## src/rtl/jtag_port_gen.sv

```systemverilog
// JTAG-style debug port on the system clock: generic IR/DR shift chains, an update handshake
// towards the MCU with an overrun flag, and separate MCU write/read buses for the data register.
module jtag_port_gen #(
    parameter int                     IR_WIDTH  = 8,
    parameter int                     DR_WIDTH  = 16,
    parameter logic [IR_WIDTH-1:0]    NOP_INSTR = {IR_WIDTH{1'b0}},
    parameter bit                     LSB_FIRST = 1'b0,
    localparam int                    CNT_W     = $clog2(DR_WIDTH + 1)
) (
    input  logic                clk,
    input  logic                rstn,
    input  logic                tckSynch,
    input  logic                tmsSynch,
    input  logic                tdiSynch,
    output logic                tdo,
    input  logic                wrData,
    input  logic [DR_WIDTH-1:0] wrDataVal,
    output logic [DR_WIDTH-1:0] rdData,
    output logic [IR_WIDTH-1:0] instrLine,
    output logic                updReq,
    input  logic                updAck,
    output logic                updOvr,
    output logic                inDShift,
    output logic [CNT_W-1:0]    drCount
);

    localparam logic [2:0] ST_IDLE    = 3'b000;
    localparam logic [2:0] ST_SEL_I   = 3'b100;
    localparam logic [2:0] ST_SEL_D   = 3'b110;
    localparam logic [2:0] ST_SHIFT_I = 3'b101;
    localparam logic [2:0] ST_SHIFT_D = 3'b111;
    localparam logic [2:0] ST_UPDATE  = 3'b001;

    function automatic logic [IR_WIDTH-1:0] ir_shift(input logic [IR_WIDTH-1:0] v, input logic b);
        if (LSB_FIRST) begin
            ir_shift = {b, v[IR_WIDTH-1:1]};
        end else begin
            ir_shift = {v[IR_WIDTH-2:0], b};
        end
    endfunction

    function automatic logic [DR_WIDTH-1:0] dr_shift(input logic [DR_WIDTH-1:0] v, input logic b);
        if (LSB_FIRST) begin
            dr_shift = {b, v[DR_WIDTH-1:1]};
        end else begin
            dr_shift = {v[DR_WIDTH-2:0], b};
        end
    endfunction

    logic                tck_prev_q;
    logic [2:0]          state_q,   state_d;
    logic [IR_WIDTH-1:0] ir_q,      ir_d;
    logic [DR_WIDTH-1:0] dr_q,      dr_d;
    logic [IR_WIDTH-1:0] instr_q,   instr_d;
    logic                upd_req_q, upd_req_d;
    logic                upd_ovr_q, upd_ovr_d;
    logic [CNT_W-1:0]    dr_cnt_q,  dr_cnt_d;
    logic                tck_edge_s;
    logic                upd_entry_s;
    logic                ir_out_s;
    logic                dr_out_s;

    assign tck_edge_s = tckSynch & ~tck_prev_q;

    // TAP-style state walk, advanced only on detected TCK rising edges
    always_comb begin
        state_d = state_q;
        if (tck_edge_s) begin
            case (state_q)
                ST_IDLE,
                ST_UPDATE:  state_d = tmsSynch ? ST_IDLE   : ST_SEL_I;
                ST_SEL_I:   state_d = tmsSynch ? ST_SEL_D  : ST_SHIFT_I;
                ST_SEL_D:   state_d = tmsSynch ? ST_IDLE   : ST_SHIFT_D;
                ST_SHIFT_I: state_d = tmsSynch ? ST_UPDATE : ST_SHIFT_I;
                ST_SHIFT_D: state_d = tmsSynch ? ST_UPDATE : ST_SHIFT_D;
                default:    state_d = ST_IDLE;
            endcase
        end else begin
            state_d = state_q;
        end
    end

    // Shift chains and DR bit counter; MCU writes are locked out only while shifting DR
    always_comb begin
        ir_d     = ir_q;
        dr_d     = dr_q;
        dr_cnt_d = dr_cnt_q;
        if (wrData && (state_q != ST_SHIFT_D)) begin
            dr_d = wrDataVal;
        end else begin
            dr_d = dr_q;
        end
        if (tck_edge_s) begin
            case (state_q)
                ST_SHIFT_I: ir_d = ir_shift(ir_q, tdiSynch);
                ST_SHIFT_D: begin
                    dr_d = dr_shift(dr_q, tdiSynch);
                    if (dr_cnt_q == CNT_W'(DR_WIDTH)) begin
                        dr_cnt_d = dr_cnt_q;
                    end else begin
                        dr_cnt_d = dr_cnt_q + {{(CNT_W-1){1'b0}}, 1'b1};
                    end
                end
                ST_SEL_D: begin
                    if (!tmsSynch) begin
                        dr_cnt_d = {CNT_W{1'b0}};
                    end else begin
                        dr_cnt_d = dr_cnt_q;
                    end
                end
                ST_UPDATE:  ir_d = NOP_INSTR;
                default:    ir_d = ir_q;
            endcase
        end else begin
            ir_d = ir_q;
        end
    end

    assign upd_entry_s = tck_edge_s && (state_d == ST_UPDATE) && (state_q != ST_UPDATE);

    // Update handshake: an ack in the entry cycle frees the slot for the new instruction
    always_comb begin
        instr_d   = instr_q;
        upd_req_d = upd_req_q;
        upd_ovr_d = upd_ovr_q;
        if (upd_entry_s) begin
            if (!upd_req_q || updAck) begin
                instr_d   = ir_d;
                upd_req_d = 1'b1;
                upd_ovr_d = upd_ovr_q;
            end else begin
                instr_d   = instr_q;
                upd_req_d = 1'b1;
                upd_ovr_d = 1'b1;
            end
        end else if (updAck) begin
            upd_req_d = 1'b0;
            upd_ovr_d = 1'b0;
        end else begin
            upd_req_d = upd_req_q;
            upd_ovr_d = upd_ovr_q;
        end
    end

    // State registers; tck_prev starts high so a TCK already high at reset is not an edge
    always_ff @(posedge clk or negedge rstn) begin
        if (!rstn) begin
            tck_prev_q <= 1'b1;
            state_q    <= ST_IDLE;
            ir_q       <= NOP_INSTR;
            dr_q       <= {DR_WIDTH{1'b0}};
            instr_q    <= NOP_INSTR;
            upd_req_q  <= 1'b0;
            upd_ovr_q  <= 1'b0;
            dr_cnt_q   <= {CNT_W{1'b0}};
        end else begin
            tck_prev_q <= tckSynch;
            state_q    <= state_d;
            ir_q       <= ir_d;
            dr_q       <= dr_d;
            instr_q    <= instr_d;
            upd_req_q  <= upd_req_d;
            upd_ovr_q  <= upd_ovr_d;
            dr_cnt_q   <= dr_cnt_d;
        end
    end

    assign ir_out_s  = LSB_FIRST ? ir_q[0] : ir_q[IR_WIDTH-1];
    assign dr_out_s  = LSB_FIRST ? dr_q[0] : dr_q[DR_WIDTH-1];
    assign tdo       = ((state_q == ST_SEL_D) || (state_q == ST_SHIFT_D)) ? dr_out_s : ir_out_s;
    assign rdData    = dr_q;
    assign instrLine = instr_q;
    assign updReq    = upd_req_q;
    assign updOvr    = upd_ovr_q;
    assign inDShift  = (state_q == ST_SHIFT_D);
    assign drCount   = dr_cnt_q;

    jtag_port_gen_chk #(
        .DR_WIDTH (DR_WIDTH),
        .CNT_W    (CNT_W)
    ) u_chk (
        .clk_i     (clk),
        .rstn_i    (rstn),
        .state_i   (state_q),
        .upd_req_i (upd_req_q),
        .upd_ovr_i (upd_ovr_q),
        .dr_cnt_i  (dr_cnt_q)
    );

endmodule

// Invariant checker for jtag_port_gen: legal state codes, overrun only with a pending
// request, and a DR counter that never passes the register width.
module jtag_port_gen_chk #(
    parameter int DR_WIDTH = 16,
    parameter int CNT_W    = 5
) (
    input logic             clk_i,
    input logic             rstn_i,
    input logic [2:0]       state_i,
    input logic             upd_req_i,
    input logic             upd_ovr_i,
    input logic [CNT_W-1:0] dr_cnt_i
);

    a_state_legal: assert property (@(posedge clk_i) disable iff (!rstn_i)
        state_i inside {3'b000, 3'b100, 3'b110, 3'b101, 3'b111, 3'b001});

    a_ovr_needs_req: assert property (@(posedge clk_i) disable iff (!rstn_i)
        upd_ovr_i |-> upd_req_i);

    a_cnt_bounded: assert property (@(posedge clk_i) disable iff (!rstn_i)
        dr_cnt_i <= CNT_W'(DR_WIDTH));

endmodule

```

## config.mk

```make
export PLATFORM = sky130hd
export DESIGN_NAME = jtag_port_gen
export DESIGN_NICKNAME = d
export VERILOG_FILES = /design/src/rtl/jtag_port_gen.sv
export SDC_FILE = /design/constraint.sdc
export NUM_CORES = 1
export LEC_CHECK = 0
export BUFFER_PORTS_ARGS = -buffer_cell sky130_fd_sc_hd__buf_2
export CORE_MARGIN = 2
export CORE_UTILIZATION = 30
export CTS_CLUSTER_DIAMETER = 80
export DETAILED_ROUTE_END_ITERATION = 6
export HOLD_SLACK_MARGIN = 0.1
export SLEW_MARGIN = 20
export SYNTH_ARGS = -nofsm -noshare
export SYNTH_HDL_FRONTEND = slang
export SYNTH_SLANG_ARGS = --single-unit
```

## constraint.sdc

```tcl
create_clock -name clk -period 2 [get_ports clk]
set_clock_uncertainty 0.2 [all_clocks]
set_input_delay 0.3 -clock clk [delete_from_list [all_inputs] [get_ports clk]]
set_output_delay 0.3 -clock clk [all_outputs]
set_load 0.03 [all_outputs]
```

# Yosys cells after proc, flatten, opt, wreduce, memory -nomap -nowiden
# Cells that the tools add are included.
# word_totals
regBits,43
out_inout_bits,33
wordCells,56
# op_classes
addsub,1
eq_ne,12
mux,20
bitwise_logic,2
reduce_logical,13
# op_table
operator,count
16-bit two-way mux,3
8-bit case mux with 2 select lines,1
3-bit two-way mux,5
3-bit case mux with 5 select lines,1
3-bit equality test (second input constant),4
5-bit two-way mux,2
5-bit case mux with 2 select lines,1
8-bit two-way mux,1
3-bit by 1-bit equality test with 1-bit output (second input constant),2
2-bit != test (second input constant),3
5-bit by 1-bit adder with 5-bit output (second input constant),1
5-bit equality test (second input constant),1
1-bit two-way mux,5
2-bit AND reduction,2
4-bit AND reduction,1
2-bit nonzero test,2
1-bit logical AND,3
3-bit logical NOT,1
3-bit by 1-bit != test with 1-bit output (second input constant),1
3-bit != test (second input constant),1
1-bit logical OR,2
2-bit two-way mux,1
2-bit OR reduction,1
1-bit bitwise AND,1
other kinds (2),2

# Depth between registers and ports, before layout
# depth
depth_word,9
mapped_depth,6

# Worst setup path before layout
# OpenSTA, ideal clock, no wires.
# synth_timing
path_kind,flip-flop to flip-flop
from,reg dr_cnt_q[0] (netlist: drCount[0])
to,reg dr_cnt_q[2] (netlist: drCount[2])
t_arrival_ns,1.463
required_time_ns,1.722
path_slack_ns,0.259
path_stages_with_launch,6
period_less_slack_ns,1.741
path_cell_list,dfrtp_1 -> inv_1 -> ha_1 -> nor4bb_1 -> or4_1 -> a21oi_1
# synth_via
elab_chain_cells,3
word_cells_on_any_way,6
classes_between,add/sub: 1; eq/ne: 2; mux: 2; reduce/logical: 1
# synth_lines
item,line,source
"start, declared",57,"logic [CNT_W-1:0] dr_cnt_q, dr_cnt_d;"
"start signal, assigned",155,dr_cnt_q <= {CNT_W{1'b0}};
"start signal, assigned",164,dr_cnt_q <= dr_cnt_d;
5-bit by 1-bit adder with 5-bit output / 5-bit equality test (equally long branches),"101, 98",
5-bit two-way mux / 2-bit != test (equally long branches),-,
5-bit case mux with 2 select lines / 4-bit AND reduction (equally long branches),-,
# Parallel ways exist; a longest one is shown, timed or not. The select of a mux whose other input is x is not followed.
# A chain may end at the register's enable or synchronous reset.

# Worst setup path after layout
# layout_timing
from,reg state_q[1]
to,out tdo
# layout_via
elab_chain_cells,3
word_cells_on_any_way,4
classes_between,eq/ne: 2; mux: 1; reduce/logical: 1
# layout_lines
item,line,source
"start, declared",51,"logic [2:0] state_q, state_d;"
"start signal, assigned",158,state_q <= state_d;
3-bit equality test,170,assign tdo = ((state_q == ST_SEL_D) || (state_q == ST_SHIFT_D)) ? dr_out_s : ir_out_s;
1-bit logical OR *,170,
1-bit two-way mux *,170,
"end, declared",15,"output logic tdo,"
# Every way passes the cells marked *; elsewhere a longest branch is shown, timed or not.

==> impl_metrics.ini <==
[run_status]
status = completed

[timing]
hold_viol = 0
fin_crit_ps = 1910
period_share_pct = 95.3
whs_ps = 118
worst_slack_ps = 93.8
max_slew_margin_pct = 60.5
tightest_slew_ps = 593
setup_viol = 0
grt_setup_unrepaired = no
drv_slew = 0
tns_ps = 0
fmax_mhz = 525

[setup_path]
critPathLaunch = state_q[1]
r2r-start = state_q[0]
worstPathCellList = nand2_4 > mux2_2 > buf_2
slowest_delay_ps = 480
arrival_ps = 1410
crit_slowest_cell = dfrtp_2
critical-path-top-delay-family = flip-flops
startpoint_type = flip-flop
crit_type = flip-flop to primary output
critPathMaxFanout = 8
worst_ep_required_time_ps = 1500
cp.depth = 3
r2r_cells = 3
crit_path_end_kind = primary output
cp_num_buf_inv = 1

[clocking]
cts.clk_slew.worst_paths_ps = 80
clkSinkCount = 43
cts_tree = built
root_buffer = clkbuf_8
clock_path_buffers = 2
htree_levels = 2
cts_buffers = 5
insertion_delay_ps = 280

[flow_run]
max-cap-violations = 0

[routing]
wl_per_cell_um = 14.2
viasPerCell = 5.15
drt_iter0_drc = 134
vias = 1832
first_pass_iters = 4
finalWirelength_um = 5050
ant_nets = 0
drcViolationCount = 0

[placed_design]
dp_slack_ps = 186
dp_hpwl_um = 3390
io_buffers = 55
routabilityCongestion = 0.788

[layout]
antenna_cells = 0
area_growth_syn_to_layout_pct = 31.0
drive_gt1_share_pct = 31.9
fin_util_pct = 40.3
nNetsFinal = 300

[hold_path]
holdCritPathClass = input pin to flip-flop
min_from = wrDataVal[0]
hold_path_depth = 3

[logic_synthesis]
synth_top_family_by_area = simple AND/OR/NAND/NOR gates
synthCells = 206
synthesis.area_mm2 = 0.00208
synth.most_common_cell = dfrtp_1
async_reset_ff_share_pct = 100
synth_edf_count = 0
yosysTopAreaCellShare_pct = 50.5
yosysTopAreaCell = dfrtp_1
ys_warn_count = 0
synth_xor_area_share_pct = 0
syn_area_per_cell_um2 = 10.1
synth_seq_cells = 43
syn-num-nets = 231
yosys-top-cells-area = dfrtp_1 (51%), a31oi_1 (5.1%), mux2_2 (4.9%)
synthMuxAreaShare_pct = 9.69
synth-main-ff-cell = dfrtp_1
yosys.area_share.simple_pct = 17.0
synth_compound_area_share_pct = 13.9
synth_fa_ha_area_share_pct = 1.20
synth_cell_types = 34
synth_commonest_cells = dfrtp_1 (42), o21ai_0 (20), a31oi_1 (17), nand3_1 (17), nor3_1 (17)
seq_area_frac_synth_pct = 51.8

[die]
initial_core_util_pct = 30.8
row_count = 30
io_pins = 56
core-area_mm2 = 0.00676
die-width_um = 87.3
dieArea_mm2 = 0.00761
die_h_um = 87.3

[grt]
grt_pass1_wl_um = 8110
antenna_found_initial = 0
grt_max_degree = 44
first_global_vias = 1704
globalRouteOverflowTotal = 0
grt_usage_pct = 13.3

[power]
power-per-cell-area_mw_per_mm2 = 1560
finalPower_mw = 4.24
vdd_drop_max_uv = 553
leakage_nw = 1.22
## cells in the final DEF (no fill, tap or decap), types with 3 or more instances in the layout
cell type	count
buf_2	55
dfrtp_1	40
o21ai_0	20
nand3_1	17
a31oi_1	17
dlygate4sd3_1	17
nor3_1	16
inv_1	12
nand2_1	10
mux2i_1	10
mux2_2	9
buf_4	7
clkbuf_8	6
nand2b_1	4
o31ai_1	3
or4_1	3
a21oi_1	3
## metrics by stage
stage	instance area (µm²)	cells
global placement	2420	331
CTS	2690	354
finish	2720	356
floorplan	2080	206
detailed placement	2420	331
global route	2720	356
## power by group
part           total [mW]  internal (mW)  switching [mW]  leakage, nW
Clock               0.698          0.404           0.294       0.0612
Sequential           1.59           1.27           0.325        0.515
Combinational        1.94          0.657            1.29        0.648
Total                4.24           2.33            1.91         1.22
## registers in the layout, summed over array words and instances (netlist names)
register,flops
updOvr,1
state_q,3
tck_prev_q,1
instrLine,8
rdData,16
drCount,5
ir_q,8
updReq,1
## logic make-up (layout without fill, tap and decap cells)
family / Yosys count / after routing
adder cells (fa/ha/maj): 2 / 2
flip-flops: 43 / 43
AND/OR/NAND/NOR: 64 / 64
AO/OA/AOI/OAI: 48 / 48
buffers and inverters: 30 / 100
multiplexers: 19 / 19
## worst min-delay path, delay by kind of cell
| kind | cells | cell delay, ps |
|---|---|---|
| compound gates | 1 | 90 |
| simple gates | 1 | 70 |
| buf+inv | 1 | 100 |
## worst paths after layout
| kind | end | slack, ps |
|---|---|---|
| min reg2reg | instrLine[1] | 310 |
| min in group asynchronous | rdData[11] | 410 |
| min | rdData[0] | 120 |
| max | tdo | 90 |
| max in group asynchronous | state_q[1] | 760 |
| max reg2reg | rdData[1] | 220 |
## final cells by class
type / instances / area, µm²
fill: 689 / 4030
sequential: 43 / 1080
multi-input combinational: 133 / 880
timing repair buffer: 79 / 498
tap: 80 / 100
clock buffer: 6 / 82.6
inverter: 13 / 48.8
clock inverter: 2 / 35.0
## routing by layer
layer | global-route usage, % | vias to the layer above | part of all wire, %
li1 | - | 885 | -
met1 | 18.2 | 893 | 45
met2 | 20.7 | 52 | 50
met3 | 3.41 | 2 | 4.7
met4 | 3.92 | 0 | 0.67
met5 | 0 | - | 0
## timing repair
action	CTS	global route
endpoints found under the setup margin	1	4
hold buffers	15	2
setup buffers	0	0
resized for setup	1	4
hold endpoints to repair	56	2
Note: power is estimated with default switching activity, not from simulation.
